**config.mk**
```make
export PLATFORM = sky130hd
export DESIGN_NAME = datapath_pipe_flat
export DESIGN_NICKNAME = d
export VERILOG_FILES = /design/src/rtl/datapath_pipe_if.sv /design/src/rtl/datapath_pipe.sv /design/src/flat_wrapper.sv
export SDC_FILE = /design/constraint.sdc
export NUM_CORES = 1
export LEC_CHECK = 0
export CAP_MARGIN = 5
export CORE_ASPECT_RATIO = 0.9
export CORE_MARGIN = 2
export CORE_UTILIZATION = 55
export DETAILED_ROUTE_END_ITERATION = 16
export GPL_TIMING_DRIVEN = 0
export MAX_ROUTING_LAYER = met4
export PLACE_DENSITY_LB_ADDON = 0.05
export SYNTH_ARGS = -nofsm -noshare
export SYNTH_HDL_FRONTEND = slang
export SYNTH_SLANG_ARGS = --single-unit
```
**constraint.sdc**
```tcl
create_clock -name clk -period 16.05 [get_ports clk]
set_input_delay 3.21 -clock clk [delete_from_list [all_inputs] [get_ports clk]]
set_output_delay 3.21 -clock clk [all_outputs]
set_load 0.01 [all_outputs]
```
**src/rtl/datapath_pipe_if.sv**
```systemverilog
// Bundle between the instruction decoder (master) and the pipelined datapath (slave):
// op issue, external register loads, architectural reads, result and flags.
interface datapath_pipe_if #(
    parameter int DATA_W    = 8,
    parameter int REG_COUNT = 16
);
    localparam int ADDR_W = $clog2(REG_COUNT);

    logic              op_valid;
    logic [2:0]        alu_opcode;
    logic [ADDR_W-1:0] ra_addr;
    logic [ADDR_W-1:0] rb_addr;
    logic [ADDR_W-1:0] rd_addr;
    logic              ld_en;
    logic [ADDR_W-1:0] ld_addr;
    logic [DATA_W-1:0] ld_data;
    logic [DATA_W-1:0] read_a;
    logic [DATA_W-1:0] read_b;
    logic [DATA_W-1:0] result;
    logic              result_valid;
    logic              alu_carry;
    logic              alu_zero;
    logic              ld_collision;

    modport master (
        output op_valid, alu_opcode, ra_addr, rb_addr, rd_addr,
        output ld_en, ld_addr, ld_data,
        input  read_a, read_b, result, result_valid, alu_carry, alu_zero, ld_collision
    );

    modport slave (
        input  op_valid, alu_opcode, ra_addr, rb_addr, rd_addr,
        input  ld_en, ld_addr, ld_data,
        output read_a, read_b, result, result_valid, alu_carry, alu_zero, ld_collision
    );
endinterface

```
**src/rtl/datapath_pipe.sv**
```systemverilog
// Two-stage register-file/ALU datapath: issue (operand capture with forwarding),
// then execute/writeback with registered result and carry/zero flags.
module datapath_pipe #(
    parameter int DATA_W    = 8,
    parameter int REG_COUNT = 16
) (
    input  logic            clk,
    input  logic            rst,
    datapath_pipe_if.slave  bus
);
    localparam int ADDR_W = $clog2(REG_COUNT);

    typedef enum logic [2:0] {
        OP_ADD  = 3'b000,
        OP_SUB  = 3'b001,
        OP_AND  = 3'b010,
        OP_OR   = 3'b011,
        OP_XOR  = 3'b100,
        OP_SHL  = 3'b101,
        OP_SHR  = 3'b110,
        OP_PASS = 3'b111
    } alu_op_e;

    logic [DATA_W-1:0] regs [REG_COUNT];

    logic              s1_valid;
    alu_op_e           s1_op;
    logic [ADDR_W-1:0] s1_rd;
    logic [DATA_W-1:0] s1_a;
    logic [DATA_W-1:0] s1_b;

    logic [DATA_W-1:0] alu_res;
    logic              alu_c;
    logic [DATA_W:0]   wide;

    logic [DATA_W-1:0] op_a;
    logic [DATA_W-1:0] op_b;
    logic              collision;

    logic [DATA_W-1:0] result_q;
    logic              result_valid_q;
    logic              carry_q;
    logic              zero_q;
    logic              collision_q;

    always_comb begin
        alu_res = '0;
        alu_c   = 1'b0;
        wide    = '0;
        case (s1_op)
            OP_ADD: begin
                wide    = {1'b0, s1_a} + {1'b0, s1_b};
                alu_res = wide[DATA_W-1:0];
                alu_c   = wide[DATA_W];
            end
            OP_SUB: begin
                // Top bit of the extended difference is the borrow (A < B).
                wide    = {1'b0, s1_a} - {1'b0, s1_b};
                alu_res = wide[DATA_W-1:0];
                alu_c   = wide[DATA_W];
            end
            OP_AND:  alu_res = s1_a & s1_b;
            OP_OR:   alu_res = s1_a | s1_b;
            OP_XOR:  alu_res = s1_a ^ s1_b;
            OP_SHL: begin
                alu_res = {s1_a[DATA_W-2:0], 1'b0};
                alu_c   = s1_a[DATA_W-1];
            end
            OP_SHR: begin
                alu_res = {1'b0, s1_a[DATA_W-1:1]};
                alu_c   = s1_a[0];
            end
            OP_PASS: alu_res = s1_a;
            default: alu_res = '0;
        endcase
    end

    // Operand forwarding follows write priority: in-flight result, then same-cycle load.
    always_comb begin
        op_a = regs[bus.ra_addr];
        op_b = regs[bus.rb_addr];
        if (s1_valid && s1_rd == bus.ra_addr)
            op_a = alu_res;
        else if (bus.ld_en && bus.ld_addr == bus.ra_addr)
            op_a = bus.ld_data;
        if (s1_valid && s1_rd == bus.rb_addr)
            op_b = alu_res;
        else if (bus.ld_en && bus.ld_addr == bus.rb_addr)
            op_b = bus.ld_data;
    end

    assign collision = s1_valid && bus.ld_en && (bus.ld_addr == s1_rd);

    always_ff @(posedge clk or posedge rst) begin
        if (rst) begin
            for (int unsigned i = 0; i < REG_COUNT; i++)
                regs[i] <= '0;
        end else begin
            if (bus.ld_en && !collision)
                regs[bus.ld_addr] <= bus.ld_data;
            if (s1_valid)
                regs[s1_rd] <= alu_res;
        end
    end

    always_ff @(posedge clk or posedge rst) begin
        if (rst) begin
            s1_valid <= 1'b0;
            s1_op    <= OP_ADD;
            s1_rd    <= '0;
            s1_a     <= '0;
            s1_b     <= '0;
        end else begin
            s1_valid <= bus.op_valid;
            if (bus.op_valid) begin
                s1_op <= alu_op_e'(bus.alu_opcode);
                s1_rd <= bus.rd_addr;
                s1_a  <= op_a;
                s1_b  <= op_b;
            end
        end
    end

    always_ff @(posedge clk or posedge rst) begin
        if (rst) begin
            result_q       <= '0;
            result_valid_q <= 1'b0;
            carry_q        <= 1'b0;
            zero_q         <= 1'b0;
            collision_q    <= 1'b0;
        end else begin
            result_valid_q <= s1_valid;
            collision_q    <= collision;
            if (s1_valid) begin
                result_q <= alu_res;
                carry_q  <= alu_c;
                zero_q   <= (alu_res == '0);
            end
        end
    end

    assign bus.read_a       = regs[bus.ra_addr];
    assign bus.read_b       = regs[bus.rb_addr];
    assign bus.result       = result_q;
    assign bus.result_valid = result_valid_q;
    assign bus.alu_carry    = carry_q;
    assign bus.alu_zero     = zero_q;
    assign bus.ld_collision = collision_q;
endmodule

```
**src/flat_wrapper.sv**
```systemverilog
// flat-port wrapper written by rule: the top's interface ports become plain ports
module datapath_pipe_flat 
#(
    parameter int DATA_W    = 8,
    parameter int REG_COUNT = 16
)
  (clk, rst, bus_op_valid, bus_alu_opcode, bus_ra_addr, bus_rb_addr, bus_rd_addr, bus_ld_en, bus_ld_addr, bus_ld_data, bus_read_a, bus_read_b, bus_result, bus_result_valid, bus_alu_carry, bus_alu_zero, bus_ld_collision);
  datapath_pipe_if #(.DATA_W(DATA_W), .REG_COUNT(REG_COUNT)) bus_i ();
  input  logic clk;
  input  logic rst;
  input wire logic [$bits(bus_i.op_valid)-1:0] bus_op_valid;
  input wire logic [$bits(bus_i.alu_opcode)-1:0] bus_alu_opcode;
  input wire logic [$bits(bus_i.ra_addr)-1:0] bus_ra_addr;
  input wire logic [$bits(bus_i.rb_addr)-1:0] bus_rb_addr;
  input wire logic [$bits(bus_i.rd_addr)-1:0] bus_rd_addr;
  input wire logic [$bits(bus_i.ld_en)-1:0] bus_ld_en;
  input wire logic [$bits(bus_i.ld_addr)-1:0] bus_ld_addr;
  input wire logic [$bits(bus_i.ld_data)-1:0] bus_ld_data;
  output wire logic [$bits(bus_i.read_a)-1:0] bus_read_a;
  output wire logic [$bits(bus_i.read_b)-1:0] bus_read_b;
  output wire logic [$bits(bus_i.result)-1:0] bus_result;
  output wire logic [$bits(bus_i.result_valid)-1:0] bus_result_valid;
  output wire logic [$bits(bus_i.alu_carry)-1:0] bus_alu_carry;
  output wire logic [$bits(bus_i.alu_zero)-1:0] bus_alu_zero;
  output wire logic [$bits(bus_i.ld_collision)-1:0] bus_ld_collision;
  assign bus_i.op_valid = bus_op_valid;
  assign bus_i.alu_opcode = bus_alu_opcode;
  assign bus_i.ra_addr = bus_ra_addr;
  assign bus_i.rb_addr = bus_rb_addr;
  assign bus_i.rd_addr = bus_rd_addr;
  assign bus_i.ld_en = bus_ld_en;
  assign bus_i.ld_addr = bus_ld_addr;
  assign bus_i.ld_data = bus_ld_data;
  assign bus_read_a = bus_i.read_a;
  assign bus_read_b = bus_i.read_b;
  assign bus_result = bus_i.result;
  assign bus_result_valid = bus_i.result_valid;
  assign bus_alu_carry = bus_i.alu_carry;
  assign bus_alu_zero = bus_i.alu_zero;
  assign bus_ld_collision = bus_i.ld_collision;
  datapath_pipe #(.DATA_W(DATA_W), .REG_COUNT(REG_COUNT)) u_core (.clk(clk), .rst(rst), .bus(bus_i));
endmodule
```
**After elaboration in Yosys (flattened, before gate mapping)**

Index checks and enable logic that the tools add are counted.

- Register bits: 164
- Output and inout port bits: 28
- Word-level logic and storage cells: 85

- $add $sub $neg: 2
- Magnitude comparators: 6
- Eq/ne operators: 12
- Mux-type cells: 20
- Bitwise logic cells: 7
- Reduce and logical (&&, ||, !) cells: 12

Operators by type and width:

| operator | count |
|---|---|
| $bwmux W128 | 2 |
| $mux W128 | 2 |
| $mux W8 | 10 |
| $bmux W8 S4 | 2 |
| $demux W8 S4 | 2 |
| $pmux W8 S8 | 1 |
| $eq A4 B4 Y1 | 5 |
| $ge A5 B5 Y1 const B | 4 |
| $not A4 Y5 | 4 |
| $eq A3 B3 Y1 const B | 4 |
| $lt A5 B1 Y1 const B | 2 |
| $add A8 B8 Y9 | 1 |
| $logic_and A1 B1 Y1 | 9 |
| $sub A8 B8 Y9 | 1 |
| $and A8 B8 Y8 | 1 |
| $logic_not A8 Y1 | 1 |
| $or A8 B8 Y8 | 1 |
| $xor A8 B8 Y8 | 1 |
| $eq A3 B2 Y1 const B | 2 |
| $pmux W1 S4 | 1 |
| $eq A3 B1 Y1 const B | 1 |
| $logic_not A3 Y1 | 1 |
| $logic_not A1 Y1 | 1 |

**Longest topological paths before layout**

- Depth after elaboration: 9
- Depth in mapped cells: 12
- Gate-level depth less buffers: 10

**Worst setup path after synthesis**

OpenSTA, ideal clock, no wires.

- Path type: input to output
- Start: in bus_ra_addr[1]
- End: out bus_read_a[1]
- Data arrival time: 4746 ps
- Required time: 12840 ps
- Slack: 8094 ps
- Stages on the path: 4
- Buffers on the path: 2
- Cell sequence: clkbuf_1 buf_1 mux4_2 mux4_2

- Longest elaborated chain between the ends: 4

RTL lines:

| element | line | RTL |
|---|---|---|
| start: declaration | flat_wrapper.sv:13 | `input wire logic [$bits(bus_i.ra_addr)-1:0] bus_ra_addr;` |
| $not A4 Y5 (implied by the code) | datapath_pipe.sv:142 | `assign bus.read_a = regs[bus.ra_addr];` |
| $bmux W8 S4 | datapath_pipe.sv:142 |  |
| $mux W8 (implied by the code) (2 in series) | datapath_pipe.sv:142 |  |
| end: declaration | flat_wrapper.sv:19 | `output wire logic [$bits(bus_i.read_a)-1:0] bus_read_a;` |

No other way between the ends. The select of a mux whose other input is x is not followed.

**Worst setup path in the final report**

- Start: in bus_rb_addr[1]
- End: out bus_read_b[1]

- Longest elaborated chain between the ends: 4

RTL lines:

| element | line | RTL |
|---|---|---|
| start: declaration | flat_wrapper.sv:14 | `input wire logic [$bits(bus_i.rb_addr)-1:0] bus_rb_addr;` |
| $not A4 Y5 (implied by the code) | datapath_pipe.sv:143 | `assign bus.read_b = regs[bus.rb_addr];` |
| $bmux W8 S4 | datapath_pipe.sv:143 |  |
| $mux W8 (implied by the code) (2 in series) | datapath_pipe.sv:143 |  |
| end: declaration | flat_wrapper.sv:20 | `output wire logic [$bits(bus_i.read_b)-1:0] bus_read_b;` |

No other way between the ends. The select of a mux whose other input is x is not followed.

==> metrics.txt <==
status completed; crit path kind input port to primary output; Hold/Removal Path Class flop to flop; CP bufs+invs 3; share of layout cells above drive strength 1 16.3%; Gates resized, CTS repair 0; syn_area_per_cell 10.6 sq um; Post-DP HPWL 25700 um; gr ovfl total 0; Setup Skew 0.0127 ns; fmax 107 MHz; Worst VDD drop 0.0820 mV; switch share 40.3%; Clk Latency, worst-skew pair 0.45 ns; top_reg_cell synth dfrtp_1; Setup crit end kind primary output; vias in the first global route 9017; Tcrit/Tclk final 58.2%; io pins 59; TNS Setup 0 ns; total power 0.00218 W; CP Cell Sequence clkdlybuf4s50_1 > buf_1 > mux4_2 > mux4_2 > clkdlybuf4s50_1; max-slew violations 0; WP data required 12.84 ns; Longest Clk Path Bufs 2; FILL cells 1684; initial antenna violation count 0; most common library cells after synthesis 166 x mux2i_1, 164 x dfrtp_1, 101 x nand2_1, 81 x o21ai_0, 80 x mux4_2; router iterations before antenna repair 5; Starting Density 56.2%; Area Growth Syn to Fin 12.3%; Logic pwr share 45.8%; post-DR wirelength/cell 24.8 um; leading area contributor after synthesis dfrtp_1; Die Span Y 140 um; routed wire length 34600 um; Worst setup SP type input port; final setup fails 0; multi-input logic area 6570 sq um; H-tree levels 4; Die ar. 21600 sq um; CTS tree yes; CTS sink cnt 164; antenna cells 0; Synth Net Count 1120; Worst Tran Pin Value 1.13 ns; Core Region 20000 sq um; Lkg Pwr 5.51 nW; clock slew at reported path FFs 0.08 ns; Synth top area share 36.4%; yosys warns 0; std cell rows 49; vias per inst 6.47; # DRC 0; CP delay by family, top buffers and inverters; Internal 0.00130 W; TritonCTS buffer count 17; endpoints failing hold 0; Sequential Power Share 34.6%; count of flip-flops with a built-in enable after synthesis 0; Slowest Stage Delay on Critical Path 0.81 ns; Seq. cell area 4100 sq um; DR iter-0 viols 999; post-synthesis register bit count 164; PortBufs 42; Hold Buf Count CTS 0; Synth area leaders dfrtp_1 36%, mux4_2 16%, mux2i_1 15%, o21ai_0 3.6%, nand2_1 3.4%; Die Wd 155 um; Post-Synthesis Cells 1063; ANT nets after route 0; post-CTS setup buffer count 0; Total GRT Usage 34.4%; first-pass GRT wire length 54100 um; root buffer cell clkbuf_16; Max-slew headroom 24.6%; critical path arrival 6.14 ns; vias 9016; CP max FO 10; most common cell in the netlist mux2i_1; sequential share of the synthesized area 36.4%; Routability Congestion 0.947; hold_ws 0.409 ns; P_sw 0.000878 W; nets 1182; unrepaired setup endpoints after global routing no; pin count of the biggest net entering global routing 111; Async S/R FF share, synth 100%; max cap viols 0; pwr dens 172 nW/um^2; clock share of power 19.6%; Cell Area, Synth 11300 sq um; Cell variety after synth 63; Tmin final 9.35 ns; Crit-path slowest cell buf_1
[power groups by stage]
stage	sequential [W]	clock, W	combinational, W
6_report	0.000753	0.000426	0.000997
3_3_place_gp	0.000742	0	0.000961
3_5_place_dp	0.000748	0	0.000979
2_1_floorplan	0.000702	0	0.000694
4_1_cts	0.000744	0.000428	0.000981
5_1_grt	0.000775	0.000444	0.00109
[state kept, by name, indices dropped and copies added (netlist names)]
register / flops
u_core.s1_valid: 1
u_core.bus.result_valid: 1
u_core.s1_op: 3
u_core.s1_b: 8
u_core.bus.ld_collision: 1
u_core.s1_a: 8
u_core.bus.alu_carry: 1
u_core.regs: 128
u_core.bus.result: 8
u_core.s1_rd: 4
u_core.bus.alu_zero: 1
[routing by layer]
layer	routed length (um)	share of wire [%]	global-route usage (%)
met1	14400	42	46.5
met2	16000	46	51.3
met3	3240	9.4	8.94
met4	983	2.8	11.1
met5	0	0	-
[cells in the final DEF (no fill, tap or decap), drive strengths merged, types with 5 or more instances in the layout]
cell type	netlist	layout
mux4	80	80
nor2	78	78
nand2b	8	8
nand3	16	16
o221ai	16	16
buf	48	49
or3	5	5
clkbuf	50	67
mux2	14	14
dfrtp	164	164
inv	33	41
nor2b	6	6
xor2	13	13
a21oi	58	58
clkdlybuf4s50	0	42
nand2	108	108
o21ai	81	81
ha	24	24
mux2i	166	166
clkinv	2	7
nor3	13	13
xnor2	14	14
a211oi	6	6
o2111ai	5	5
[path summary, 6_finish.rpt]
check / startpoint / slack [ns] / end / depth (start not counted)
max: bus_rb_addr[1] / 6.70 / bus_read_b[1] / 5
min: u_core.s1_valid$_DFF_PP0_ / 0.41 / u_core.bus.result_valid$_DFF_PP0_ / 0
max reg2reg: u_core.s1_a[3]$_DFFE_PP0P_ / 12.86 / u_core.regs[69]$_DFF_PP0_ / 10
min reg2reg: u_core.s1_valid$_DFF_PP0_ / 0.41 / u_core.bus.result_valid$_DFF_PP0_ / 0
max in group asynchronous: rst / 11.98 / u_core.regs[83]$_DFF_PP0_ / 3
min in group asynchronous: rst / 3.16 / u_core.bus.result[7]$_DFFE_PP0P_ / 2
[metrics by stage]
step	util, %	worst slack [ns]	instances	area (sq um)
final	63.1	6.70	1393	12700
after global routing	63.1	6.68	1393	12700
after CTS	63.1	6.74	1393	12600
after detailed placement	60.1	6.75	1361	12000
after global placement	59.9	5.84	1360	12000
after floorplan	-	8.09	1063	11300
[area by class of cell]
class                   count  share of cell area [%]
multi-input cells         766                    52.0
plain buffers              98                    3.66
clock buffers              17                    3.36
well taps                 255                    2.52
inverters                  35                    1.10
clock inverters            15                    1.42
repair buffers             43                    3.54
flip-flops and latches    164                    32.4
[logic make-up (layout without fill, tap and decap cells)]
logic type	Yosys count	in the layout	share of synthesized area [%]
AO/OA/AOI/OAI	201	201	10.8
XOR/XNOR	27	27	2.10
adder cells (fa/ha/maj)	26	26	3.02
buffers and inverters	133	208	5.28
flip-flops	164	164	36.4
multiplexers	260	260	32.1
AND/OR/NAND/NOR	252	252	10.2
No activity file was read; power rests on OpenSTA's default activity.
